### src/rtl/pc_jump_pkg.sv
// Shared definitions for the program-counter unit.
// Contents: jump-mode encoding and the sequential instruction increment.
package pc_jump_pkg;

  typedef enum logic [1:0] {
    JP_RELATIVE = 2'd0,
    JP_TO_F     = 2'd1,
    JP_RETURN   = 2'd2,
    JP_RSVD     = 2'd3
  } jump_sel_e;

  localparam int unsigned INST_BYTES = 4;

endpackage

### src/rtl/pc_unit_if.sv
// Control-unit <-> pc_unit bus.
// master: the control unit drives step/stall/jump/jump_sel/link/alu_f/rel_addr
//         and observes the pc state and pulses.
// slave : pc_unit, the mirror image.
interface pc_unit_if #(
  parameter int XLEN = 32
);
  logic            step;
  logic            stall;
  logic            jump;
  logic [1:0]      jump_sel;
  logic            link;
  logic [XLEN-1:0] alu_f;
  logic [XLEN-1:0] rel_addr;
  logic [XLEN-1:0] inst_addr;
  logic [XLEN-1:0] cur_addr;
  logic [XLEN-1:0] ret_addr;
  logic            ras_empty;
  logic            ras_full;
  logic            misaligned;
  logic            ras_underflow;

  modport master (
    output step, stall, jump, jump_sel, link, alu_f, rel_addr,
    input  inst_addr, cur_addr, ret_addr, ras_empty, ras_full,
           misaligned, ras_underflow
  );

  modport slave (
    input  step, stall, jump, jump_sel, link, alu_f, rel_addr,
    output inst_addr, cur_addr, ret_addr, ras_empty, ras_full,
           misaligned, ras_underflow
  );
endinterface

### src/rtl/pc_unit_ras_stack.sv
// Circular return-address stack.
// Ports: clk/rst (sync, active high), push/pop with push_data,
//        top (combinational view of newest entry), empty/full (registered).
// A push into a full stack overwrites the oldest entry; push+pop together
// replaces the top in place. The caller must not pop an empty stack; such a
// pop is ignored here anyway.
module ras_stack #(
  parameter int XLEN      = 32,
  parameter int RAS_DEPTH = 4
) (
  input  logic            clk,
  input  logic            rst,
  input  logic            push,
  input  logic            pop,
  input  logic [XLEN-1:0] push_data,
  output logic [XLEN-1:0] top,
  output logic            empty,
  output logic            full
);
  localparam int PW = $clog2(RAS_DEPTH);
  localparam int CW = $clog2(RAS_DEPTH + 1);

  logic [XLEN-1:0] mem [RAS_DEPTH];
  logic [PW-1:0]   wptr;      // next free slot; newest entry sits at wptr-1
  logic [PW-1:0]   top_ptr;
  logic [CW-1:0]   count, count_nxt;
  logic            pop_ok;

  assign top_ptr = wptr - PW'(1);
  assign top     = mem[top_ptr];
  assign pop_ok  = pop && (count != '0);

  always_comb begin
    count_nxt = count;
    if (push && !pop_ok) begin
      if (count != CW'(RAS_DEPTH)) count_nxt = count + CW'(1);
    end else if (pop_ok && !push) begin
      count_nxt = count - CW'(1);
    end
  end

  always_ff @(posedge clk) begin
    if (rst) begin
      wptr  <= '0;
      count <= '0;
      empty <= 1'b1;
      full  <= 1'b0;
    end else begin
      if (push && !pop_ok)      wptr <= wptr + PW'(1);
      else if (pop_ok && !push) wptr <= top_ptr;
      count <= count_nxt;
      empty <= (count_nxt == '0);
      full  <= (count_nxt == CW'(RAS_DEPTH));
    end
  end

  // Entry storage needs no reset: count gates every read that matters.
  always_ff @(posedge clk) begin
    if (!rst && push) begin
      if (pop_ok) mem[top_ptr] <= push_data;
      else        mem[wptr]    <= push_data;
    end
  end

endmodule

### src/rtl/pc_unit.sv
// Program-counter unit: fetch address, execute address, jump resolution
// and call/return tracking through a return-address stack.
// Ports: clk, rst (sync, active high), bus (pc_unit_if.slave) carrying
//        step/stall/jump/jump_sel/link/alu_f/rel_addr in and
//        inst_addr/cur_addr/ret_addr/ras_empty/ras_full/misaligned/
//        ras_underflow out.
// Priority: rst > stall > jump > step.
module pc_unit
  import pc_jump_pkg::*;
#(
  parameter int              XLEN         = 32,
  parameter logic [XLEN-1:0] RESET_VECTOR = '0,
  parameter int              RAS_DEPTH    = 4
) (
  input  logic       clk,
  input  logic       rst,
  pc_unit_if.slave   bus
);
  logic [XLEN-1:0] pc_q, cur_q, ret_q;
  logic            mis_q, und_q;
  logic [XLEN-1:0] target, link_addr, ras_top;
  logic            ras_empty, ras_full;
  logic            taken, bad_align, accept, do_step;
  logic            ras_push, ras_pop, mis_nxt, und_nxt;

  assign link_addr = cur_q + XLEN'(INST_BYTES);

  always_comb begin
    target = '0;
    case (jump_sel_e'(bus.jump_sel))
      JP_RELATIVE: target = cur_q + bus.rel_addr;
      JP_TO_F:     target = {bus.alu_f[XLEN-1:1], 1'b0};
      JP_RETURN:   target = ras_empty ? {bus.alu_f[XLEN-1:1], 1'b0} : ras_top;
      default:     target = '0;
    endcase
  end

  // Reserved jump mode is treated as "no jump" so step still applies.
  assign taken     = !bus.stall && bus.jump && (bus.jump_sel != JP_RSVD);
  assign bad_align = (target[1:0] != 2'b00);
  assign accept    = taken && !bad_align;
  assign do_step   = !bus.stall && !taken && bus.step;
  assign ras_push  = accept && bus.link;
  assign ras_pop   = accept && (bus.jump_sel == JP_RETURN) && !ras_empty;
  assign mis_nxt   = taken && bad_align;
  assign und_nxt   = taken && (bus.jump_sel == JP_RETURN) && ras_empty;

  always_ff @(posedge clk) begin
    if (rst) begin
      pc_q  <= RESET_VECTOR;
      cur_q <= RESET_VECTOR;
      ret_q <= '0;
      mis_q <= 1'b0;
      und_q <= 1'b0;
    end else begin
      mis_q <= mis_nxt;
      und_q <= und_nxt;
      if (accept) begin
        pc_q  <= target;
        cur_q <= target;
        if (bus.link) ret_q <= link_addr;
      end else if (do_step) begin
        cur_q <= pc_q;
        pc_q  <= pc_q + XLEN'(INST_BYTES);
      end
    end
  end

  ras_stack #(.XLEN(XLEN), .RAS_DEPTH(RAS_DEPTH)) u_ras (
    .clk       (clk),
    .rst       (rst),
    .push      (ras_push),
    .pop       (ras_pop),
    .push_data (link_addr),
    .top       (ras_top),
    .empty     (ras_empty),
    .full      (ras_full)
  );

  assign bus.inst_addr     = pc_q;
  assign bus.cur_addr      = cur_q;
  assign bus.ret_addr      = ret_q;
  assign bus.ras_empty     = ras_empty;
  assign bus.ras_full      = ras_full;
  assign bus.misaligned    = mis_q;
  assign bus.ras_underflow = und_q;

endmodule

### src/flat_wrapper.sv
// flat-port wrapper written by rule: the top's interface ports become plain ports
module pc_unit_flat import pc_jump_pkg::*;
#(
  parameter int              XLEN         = 32,
  parameter logic [XLEN-1:0] RESET_VECTOR = '0,
  parameter int              RAS_DEPTH    = 4
)
  (clk, rst, bus_step, bus_stall, bus_jump, bus_jump_sel, bus_link, bus_alu_f, bus_rel_addr, bus_inst_addr, bus_cur_addr, bus_ret_addr, bus_ras_empty, bus_ras_full, bus_misaligned, bus_ras_underflow);
  pc_unit_if #(.XLEN(XLEN)) bus_i ();
  input  logic clk;
  input  logic rst;
  input wire logic [$bits(bus_i.step)-1:0] bus_step;
  input wire logic [$bits(bus_i.stall)-1:0] bus_stall;
  input wire logic [$bits(bus_i.jump)-1:0] bus_jump;
  input wire logic [$bits(bus_i.jump_sel)-1:0] bus_jump_sel;
  input wire logic [$bits(bus_i.link)-1:0] bus_link;
  input wire logic [$bits(bus_i.alu_f)-1:0] bus_alu_f;
  input wire logic [$bits(bus_i.rel_addr)-1:0] bus_rel_addr;
  output wire logic [$bits(bus_i.inst_addr)-1:0] bus_inst_addr;
  output wire logic [$bits(bus_i.cur_addr)-1:0] bus_cur_addr;
  output wire logic [$bits(bus_i.ret_addr)-1:0] bus_ret_addr;
  output wire logic [$bits(bus_i.ras_empty)-1:0] bus_ras_empty;
  output wire logic [$bits(bus_i.ras_full)-1:0] bus_ras_full;
  output wire logic [$bits(bus_i.misaligned)-1:0] bus_misaligned;
  output wire logic [$bits(bus_i.ras_underflow)-1:0] bus_ras_underflow;
  assign bus_i.step = bus_step;
  assign bus_i.stall = bus_stall;
  assign bus_i.jump = bus_jump;
  assign bus_i.jump_sel = bus_jump_sel;
  assign bus_i.link = bus_link;
  assign bus_i.alu_f = bus_alu_f;
  assign bus_i.rel_addr = bus_rel_addr;
  assign bus_inst_addr = bus_i.inst_addr;
  assign bus_cur_addr = bus_i.cur_addr;
  assign bus_ret_addr = bus_i.ret_addr;
  assign bus_ras_empty = bus_i.ras_empty;
  assign bus_ras_full = bus_i.ras_full;
  assign bus_misaligned = bus_i.misaligned;
  assign bus_ras_underflow = bus_i.ras_underflow;
  pc_unit #(.XLEN(XLEN), .RESET_VECTOR(RESET_VECTOR), .RAS_DEPTH(RAS_DEPTH)) u_core (.clk(clk), .rst(rst), .bus(bus_i));
endmodule
### config.mk
export PLATFORM = sky130hd
export DESIGN_NAME = pc_unit_flat
export DESIGN_NICKNAME = d
export VERILOG_FILES = /design/src/rtl/pc_jump_pkg.sv /design/src/rtl/pc_unit_if.sv /design/src/rtl/pc_unit_ras_stack.sv /design/src/rtl/pc_unit.sv /design/src/flat_wrapper.sv
export SDC_FILE = /design/constraint.sdc
export NUM_CORES = 1
export LEC_CHECK = 0
export BUFFER_PORTS_ARGS = -buffer_cell sky130_fd_sc_hd__buf_2
export CAP_MARGIN = 5
export CORE_UTILIZATION = 30
export CTS_CLUSTER_DIAMETER = 60
export DETAILED_ROUTE_END_ITERATION = 12
export SYNTH_ARGS = -nofsm -noshare
export SYNTH_HDL_FRONTEND = slang
export SYNTH_SLANG_ARGS = --single-unit
### constraint.sdc
create_clock -name clk -period 6.4 [get_ports clk]
set_input_delay 0.64 -clock clk [delete_from_list [all_inputs] [get_ports clk]]
set_output_delay 0.64 -clock clk [all_outputs]
set_load 0.005 [all_outputs]
==> results.ini, run 1 <==
[clock_network]
cts_made_buffers = 26
ctsRootBufferMaster = sky130_fd_sc_hd__clkbuf_16
cts_resized = 0
clock_path_buffers = 3
cts_tree = built
clk_pin_slew_ns = 0.06
clock_sinks = 233
cts.htree.levels = 1
cts_setup_buffers = 0
cts_hold_buffers = 0
clk_latency_worst_skew_pair_ns = 0.54

[outcome]
run_status = finished, final reports clean

[final_layout]
layout.cells.most_common_list = sky130_fd_sc_hd__buf_2 (169), sky130_fd_sc_hd__nand2_1 (130), sky130_fd_sc_hd__edfxtp_1 (128)
fill_cells = 3810
multi_input_logic_area_um2 = 5560
diodes = 0
layout-area-overhead-vs-synth_pct = 19.1
final-seq-area_um2 = 5950
num-nets-final = 1386
layout_commonest_cell = sky130_fd_sc_hd__buf_2
final-instance-count-excl-fill = 1813
post_route_cells_drive_above_1_share_pct = 22.1

[sta]
max_slew.worst_pin.slew_ns = 0.990
timing.fmax_mhz = 230
fin_worst_skew_ns = 0.0105
worst_slack_ns = 2.05
final_max_slew_viol_count = 0
post-route-period-util_pct = 68.0
fin_tns_setup_ns = 0
worst_rel_slew_slack_pct = 33.8
rsz0062_at_grt = false
whs_ns = 0.425
post-route-min-period_ns = 4.35
hold_violations = 0
setup_viol = 0

[yosys]
synth_mux_area_share_pct = 6.30
mean_instance_size_in_the_synthesized_netlist_um2 = 10.5
synth_enable_flop_cells = 128
syn_nets = 1241
synth_top_area_share_pct = 32.4
ys.flop_type = sky130_fd_sc_hd__edfxtp_1
synth_cell_types = 74
synth_compound_gate_area_share_pct = 15.4
asyncSetResetFlopFracSynth_pct = 0
postSynthRegisterBits = 233
synthXorXnorAreaFrac_pct = 5.83
post_synth_and_or_nand_nor_area_fraction_pct = 14.8
synth.top_cells.by_area = sky130_fd_sc_hd__edfxtp_1 (32%), sky130_fd_sc_hd__dfxtp_1 (18%), sky130_fd_sc_hd__mux4_2 (5.9%)
synthesis.yosys.warnings = 0
syn-cell-area_um2 = 11900
synth_top_family_by_area = compound AO/OA/AOI/OAI gates
synth_top_cell_by_area = sky130_fd_sc_hd__edfxtp_1
synth_fa_ha_area_share_pct = 4.17
register_area_share_after_synthesis_pct = 50.1
synthCells = 1130

[worst_hold_path]
worstHoldStart = bus_stall
min_delay_worst_endpoint = u_core.bus.ras_underflow$_SDFF_PP0_
worst_hold_path_type = primary input to flip-flop
worstHoldPathCells = 3

[route]
vias_per_cell = 5.28
drtIter0Drc = 693
route.vias.total = 9566
postRouteAntennaNets = 0
wl_um = 37500
detail_route.drc_violations = 0
drt_pass1_iterations = 5
average_routed_wire_per_standard_cell_um = 20.7

[die]
design.die.area_um2 = 40400
die_y_um = 201
die_w_um = 201
top_level_ports = 172
initial_core_util_pct = 30.6
floorplan.rows = 72
placeableCoreArea_um2 = 38800

[setup_path]
crit_path_max_fanout = 38
reg2reg_setup_slack_ns = 2.05
crit_chain = ha_1, inv_1, fa_1, a221o_1, o221ai_2, nor2_2, nand2_1, inv_2, and4b_1, buf_4
r2r_end = u_core.u_ras.mem[2][3]$_DFFE_PP_
maximum_cell_stage_delay_along_the_critical_path_ns = 0.73
worst-setup-path-type = flip-flop to flip-flop
cp_data_arrival_time_ns = 4.54
timing.reg2reg.worst_path_depth = 10
timing.rr.start = u_core.bus.cur_addr[0]$_SDFFE_PP0P_
max_stage_delay_cell_worst_path = sky130_fd_sc_hd__inv_2
critPathCaptureType = flip-flop
path_delay_family = buffers and inverters
worstSetupStartpointType = flip-flop
worstPathBufferInverterCount = 3
crit_required_ns = 6.59

[power]
totalPowerFinal_w = 0.00373
standby_leakage_power_nw = 5.46
power.density_nw_per_um2 = 264
vdd_ir_drop_max_mv = 0.185

[flow_run]
cap_viol_max_count = 0

[global_route]
grt_antenna_before_repair = 0
grt_first_pass_wirelength_um = 56800
first_global_vias = 9439
grt_use_total_pct = 18.2
largest_net_degree_at_the_start_of_global_routing = 52
grt.overflow.total = 0

[placement]
place_ws_ns = 1.88
placement.io_buffers = 170
post-dp-hpwl_um = 27200
placed_cells = 1765
placer_congestion_estimate = 0.865

report_power, final:
group	leakage, nW	switching (W)	internal (W)
clock	0.443	0.000641	0.000953
sequential	2.03	0.0000639	0.00162
combinational	2.99	0.000277	0.000178
total	5.46	0.000982	0.00275
tightest hold or removal path: stages:
cell and delay, ns:
sky130_fd_sc_hd__buf_2 0.10, sky130_fd_sc_hd__nor3b_1 0.05, sky130_fd_sc_hd__nor2b_1 0.12
metrics by stage:
stage,utilization [%],cell area [um2]
floorplan,-,11900
global placement,34.1,13200
detailed placement,34.1,13200
CTS,36.4,14100
global route,36.4,14100
finish,36.4,14100
cell families after synthesis:
kind of cell / after synthesis
AO/OA/AOI/OAI: 268
XOR/XNOR: 79
adder cells (fa/ha/maj): 39
buffers and inverters: 96
flip-flops: 233
multiplexers: 36
AND/OR/NAND/NOR: 379
area by class of cell:
type / instances / share of cell area (%)
repair buffers: 185 / 6.83
well taps: 518 / 4.58
flip-flops and latches: 233 / 42.0
clock buffers: 31 / 4.95
inverters: 28 / 0.743
clock inverters: 17 / 1.55
multi-input cells: 801 / 39.3
how the worst max path moves through the flow:
stage / cells after the start / end / from / slack [ns]
after floorplan: 9 / u_core.u_ras.mem[0][0]$_DFFE_PP_ / bus_rel_addr[0] / 0.28
after global placement: 11 / u_core.u_ras.mem[2][28]$_DFFE_PP_ / bus_rel_addr[0] / 1.89
after detailed placement: 11 / u_core.u_ras.mem[2][29]$_DFFE_PP_ / bus_rel_addr[0] / 1.88
after CTS: 10 / u_core.u_ras.mem[2][24]$_DFFE_PP_ / u_core.bus.cur_addr[0]$_SDFFE_PP0P_ / 1.99
after global routing: 10 / u_core.u_ras.mem[2][9]$_DFFE_PP_ / u_core.bus.cur_addr[0]$_SDFFE_PP0P_ / 1.73
final: 10 / u_core.u_ras.mem[2][3]$_DFFE_PP_ / u_core.bus.cur_addr[0]$_SDFFE_PP0P_ / 2.05
per-layer routing:
metal	GRT usage [%]	share of wire (%)
met4	5.23	2.5
met2	29.6	46
met1	24.2	43
met3	3.86	8.3
met5	0	0
synthesized netlist by cell type (3+ instances only):
| master | number |
|---|---|
| sky130_fd_sc_hd__nand3b_1 | 3 |
| sky130_fd_sc_hd__nor3b_1 | 3 |
| sky130_fd_sc_hd__clkbuf_1 | 43 |
| sky130_fd_sc_hd__nand2b_1 | 8 |
| sky130_fd_sc_hd__mux2i_1 | 5 |
| sky130_fd_sc_hd__inv_1 | 27 |
| sky130_fd_sc_hd__o21a_1 | 4 |
| sky130_fd_sc_hd__nand3_1 | 35 |
| sky130_fd_sc_hd__and2_1 | 9 |
| sky130_fd_sc_hd__a311oi_1 | 6 |
| sky130_fd_sc_hd__dfxtp_1 | 105 |
| sky130_fd_sc_hd__nand4_1 | 18 |
| sky130_fd_sc_hd__edfxtp_1 | 128 |
| sky130_fd_sc_hd__o21ai_0 | 15 |
| sky130_fd_sc_hd__o21bai_1 | 4 |
| sky130_fd_sc_hd__a221o_1 | 8 |
| sky130_fd_sc_hd__o211ai_1 | 6 |
| sky130_fd_sc_hd__mux4_2 | 31 |
| sky130_fd_sc_hd__xnor2_1 | 41 |
| sky130_fd_sc_hd__a22oi_1 | 8 |
| sky130_fd_sc_hd__a21o_1 | 24 |
| sky130_fd_sc_hd__and3_1 | 17 |
| sky130_fd_sc_hd__a221oi_1 | 18 |
| sky130_fd_sc_hd__and4_1 | 3 |
| sky130_fd_sc_hd__a21oi_1 | 85 |
| sky130_fd_sc_hd__a31oi_1 | 23 |
| sky130_fd_sc_hd__o21ai_1 | 15 |
| sky130_fd_sc_hd__nor2_1 | 96 |
| sky130_fd_sc_hd__buf_2 | 18 |
| sky130_fd_sc_hd__nor2b_1 | 5 |
| sky130_fd_sc_hd__nand2_1 | 130 |
| sky130_fd_sc_hd__xor2_1 | 38 |
| sky130_fd_sc_hd__nor3_1 | 32 |
| sky130_fd_sc_hd__buf_4 | 5 |
| sky130_fd_sc_hd__o21ai_2 | 5 |
| sky130_fd_sc_hd__a211oi_1 | 24 |
| sky130_fd_sc_hd__ha_1 | 38 |
| sky130_fd_sc_hd__or3_1 | 6 |
state kept, by name (all words and copies together) (netlist names):
name,count
u_core.bus.misaligned,1
u_core.u_ras.wptr,2
u_core.u_ras.count,3
u_core.u_ras.full,1
u_core.bus.inst_addr,32
u_core.bus.ras_underflow,1
u_core.bus.ret_addr,32
u_core.u_ras.mem,128
u_core.u_ras.empty,1
u_core.bus.cur_addr,32
(Power assumes the default switching activity.)
==> run 2, diff against run 1 <==
==> constraint.sdc (replaced) <==
create_clock -name clk -period 4.4 [get_ports clk]
set_input_delay 0.44 -clock clk [delete_from_list [all_inputs] [get_ports clk]]
set_output_delay 0.44 -clock clk [all_outputs]
set_load 0.005 [all_outputs]
==> run 2 against run 1 <==
- fmax grew 24%
- critical path depth increased by 2
- via count shrank 0.26%
- clock skew rose by 0.0024 ns
- core utilization fell by 0.090 points
- sequential cell count unchanged
- critical endpoint is now u_core.u_ras.empty$_SDFF_PP1_
- largest cell class unchanged
==> results.ini, run 2 (synthesis gave the netlist of run 1 again) <==
[outcome]
run_status = finished, final reports clean

[global_route]
grt.overflow.total = 0  ; unchanged
largest_net_degree_at_the_start_of_global_routing = 52  ; unchanged
first_global_vias = 9243  ; -2.1%
grt_use_total_pct = 18.1  ; -0.11 points
grt_first_pass_wirelength_um = 56400  ; -0.72%
grt_antenna_before_repair = 1  ; +1

[sta]
rsz0062_at_grt = false
fin_tns_setup_ns = 0  ; unchanged
max_slew.worst_pin.slew_ns = 1.01  ; +0.0161 ns
setup_viol = 0  ; unchanged
fin_worst_skew_ns = 0.0128  ; +0.00235 ns
worst_rel_slew_slack_pct = 32.9  ; -0.83 points
worst_slack_ns = 0.900  ; -1.15 ns
post-route-min-period_ns = 3.50  ; -0.851 ns
hold_violations = 0  ; unchanged
final_max_slew_viol_count = 0  ; unchanged
timing.fmax_mhz = 286  ; +24%
post-route-period-util_pct = 79.5  ; +12 points

[final_layout]
layout.cell_area.non_filler_um2 = 14100  ; -0.25%
post_route_cells_drive_above_1_share_pct = 22.5  ; +0.43 points
fill_cells = 3838  ; +0.73%
num-nets-final = 1389  ; +0.22%
layout-area-overhead-vs-synth_pct = 18.8
layout.cells.most_common_list = sky130_fd_sc_hd__buf_2 (169), sky130_fd_sc_hd__nand2_1 (130), sky130_fd_sc_hd__edfxtp_1 (128)
largest-register = u_core.u_ras.mem
diodes = 0  ; unchanged
layout_commonest_cell = sky130_fd_sc_hd__buf_2
max_ffs_per_register = 128  ; unchanged
finish.utilization_pct = 36.4  ; -0.090 points

[clock_network]
cts_resized = 0  ; unchanged
clock_path_buffers = 3  ; unchanged
cts_tree = built
clock_sinks = 233  ; unchanged
cts.htree.levels = 1  ; unchanged
clk_pin_slew_ns = 0.07  ; about the same
cts_setup_buffers = 0  ; unchanged
cts_made_buffers = 25  ; -3.8%
cts_hold_buffers = 0  ; unchanged
clk_latency_worst_skew_pair_ns = 0.55  ; about the same
ctsRootBufferMaster = sky130_fd_sc_hd__clkbuf_16

[setup_path]
critPathCaptureType = flip-flop
worstSetupStartpointType = flip-flop
crit_path_max_fanout = 11  ; -71%
crit_required_ns = 4.84  ; -1.75 ns
worst-setup-path-type = flip-flop to flip-flop
cp_data_arrival_time_ns = 3.94  ; -0.60 ns

[route]
postRouteAntennaNets = 0  ; unchanged
drtIter0Drc = 557  ; -20%
vias_per_cell = 5.26  ; -0.37%
drt_pass1_iterations = 5  ; unchanged
average_routed_wire_per_standard_cell_um = 20.5  ; -1.0%
wl_um = 37100  ; -0.92%
detail_route.drc_violations = 0  ; unchanged
route.vias.total = 9541  ; -0.26%

[die]
placeableCoreArea_um2 = 38800  ; unchanged
initial_core_util_pct = 30.6  ; unchanged
floorplan.rows = 72  ; unchanged
die_y_um = 201  ; unchanged
top_level_ports = 172  ; unchanged
die_w_um = 201  ; unchanged
design.die.area_um2 = 40400  ; unchanged

[worst_hold_path]
worst_hold_path_type = primary input to flip-flop

[power]
switching_share_pct = 27.0  ; +0.68 points
internal_power_w = 0.00383  ; +39%
clock_power_share_pct = 40.7  ; -2.0 points
totalPowerFinal_w = 0.00525  ; +41%
p_seq_share_pct = 46.5  ; +1.4 points
vdd_ir_drop_max_mv = 0.203  ; +9.9%
switching_power_w = 0.00142  ; +44%
power.density_nw_per_um2 = 372  ; +41%
comb_power_share_pct = 12.8  ; +0.6 points
standby_leakage_power_nw = 5.48  ; +0.28%

[placement]
post-dp-hpwl_um = 27500  ; +0.77%
placer_congestion_estimate = 0.875  ; +1.1%
placement.io_buffers = 170  ; unchanged
place_area_um2 = 13300  ; +0.34%
place_ws_ns = 0.918  ; -0.957 ns

[flow_run]
cap_viol_max_count = 0  ; unchanged

## run 2: cell types whose count changed in the layout (fill, tap and decap cells not counted), moves of 2 or more
cell | before | now
sky130_fd_sc_hd__buf_4 | 16 | 20
sky130_fd_sc_hd__bufinv_16 | 4 | 1
sky130_fd_sc_hd__clkbuf_8 | 1 | 3
sky130_fd_sc_hd__clkinv_1 | 3 | 0
sky130_fd_sc_hd__clkinv_2 | 2 | 6
sky130_fd_sc_hd__clkinv_4 | 3 | 1
## run 2: final cells by class
| class | instances | area, um2 | area share, % |
|---|---|---|---|
| Sequential cell | 233 | 5950 | 42.1 |
| Multi-Input combinational cell | 801 | 5580 | 39.5 |
| Timing Repair Buffer | 189 | 996 | 7.06 |
| Clock buffer | 32 | 707 | 5.01 |
| Tap cell | 518 | 648 | 4.59 |
| Clock inverter | 14 | 133 | 0.940 |
| Inverter | 28 | 105 | 0.745 |
## run 2: power by group through the flow
| stage | sequential (W) | clock (W) | combinational [W] |
|---|---|---|---|
| 2_1_floorplan | 0.00246 | 0 | 0.000433 |
| 3_3_place_gp | 0.00248 | 0 | 0.000657 |
| 3_5_place_dp | 0.00248 | 0 | 0.000664 |
| 4_1_cts | 0.00244 | 0.00218 | 0.000668 |
| 5_1_grt | 0.00245 | 0.00226 | 0.000732 |
| 6_report | 0.00244 | 0.00214 | 0.000670 |
## run 2: layer usage
| metal | part of all wire, % | vias up | global-route usage (%) |
|---|---|---|---|
| met3 | 8.4 | 55 | 4.35 |
| met5 | 0.022 | - | 0 |
| met4 | 2.6 | 2 | 5.56 |
| met2 | 46 | 324 | 29.1 |
| li1 | - | 4481 | - |
| met1 | 43 | 4679 | 23.8 |
## run 2: path summary, 6_finish.rpt
| kind | from | to | slack, ns | cells after the start |
|---|---|---|---|---|
| max | u_core.bus.cur_addr[0]$_SDFFE_PP0P_ | u_core.u_ras.empty$_SDFF_PP1_ | 0.90 | 12 |
| min | bus_stall | u_core.bus.ras_underflow$_SDFF_PP0_ | 0.26 | 3 |
| max reg2reg | u_core.bus.cur_addr[0]$_SDFFE_PP0P_ | u_core.u_ras.empty$_SDFF_PP1_ | 0.90 | 12 |
| min reg2reg | u_core.bus.ret_addr[13]$_SDFFE_PP0P_ | u_core.bus.ret_addr[13]$_SDFFE_PP0P_ | 0.45 | 2 |
## run 2: critical path, cell delays in order (launching register included)
cell and delay, ns:
sky130_fd_sc_hd__dfxtp_1 0.50, sky130_fd_sc_hd__ha_1 0.26, sky130_fd_sc_hd__inv_1 0.07, sky130_fd_sc_hd__fa_1 0.46
sky130_fd_sc_hd__a221o_1 0.32, sky130_fd_sc_hd__o221ai_2 0.12, sky130_fd_sc_hd__nor2_2 0.07, sky130_fd_sc_hd__nand2_1 0.47
sky130_fd_sc_hd__inv_2 0.18, sky130_fd_sc_hd__ha_1 0.33, sky130_fd_sc_hd__o21ai_0 0.24, sky130_fd_sc_hd__xnor2_1 0.12
sky130_fd_sc_hd__a31o_2 0.24
## run 2: per-stage QoR
stage / hold slack, ns / instances
2_1_floorplan: 0.453 / 1130
3_3_place_gp: 0.441 / 1769
3_5_place_dp: 0.446 / 1769
4_1_cts: 0.235 / 1815
5_1_grt: 0.253 / 1815
6_report: 0.258 / 1815
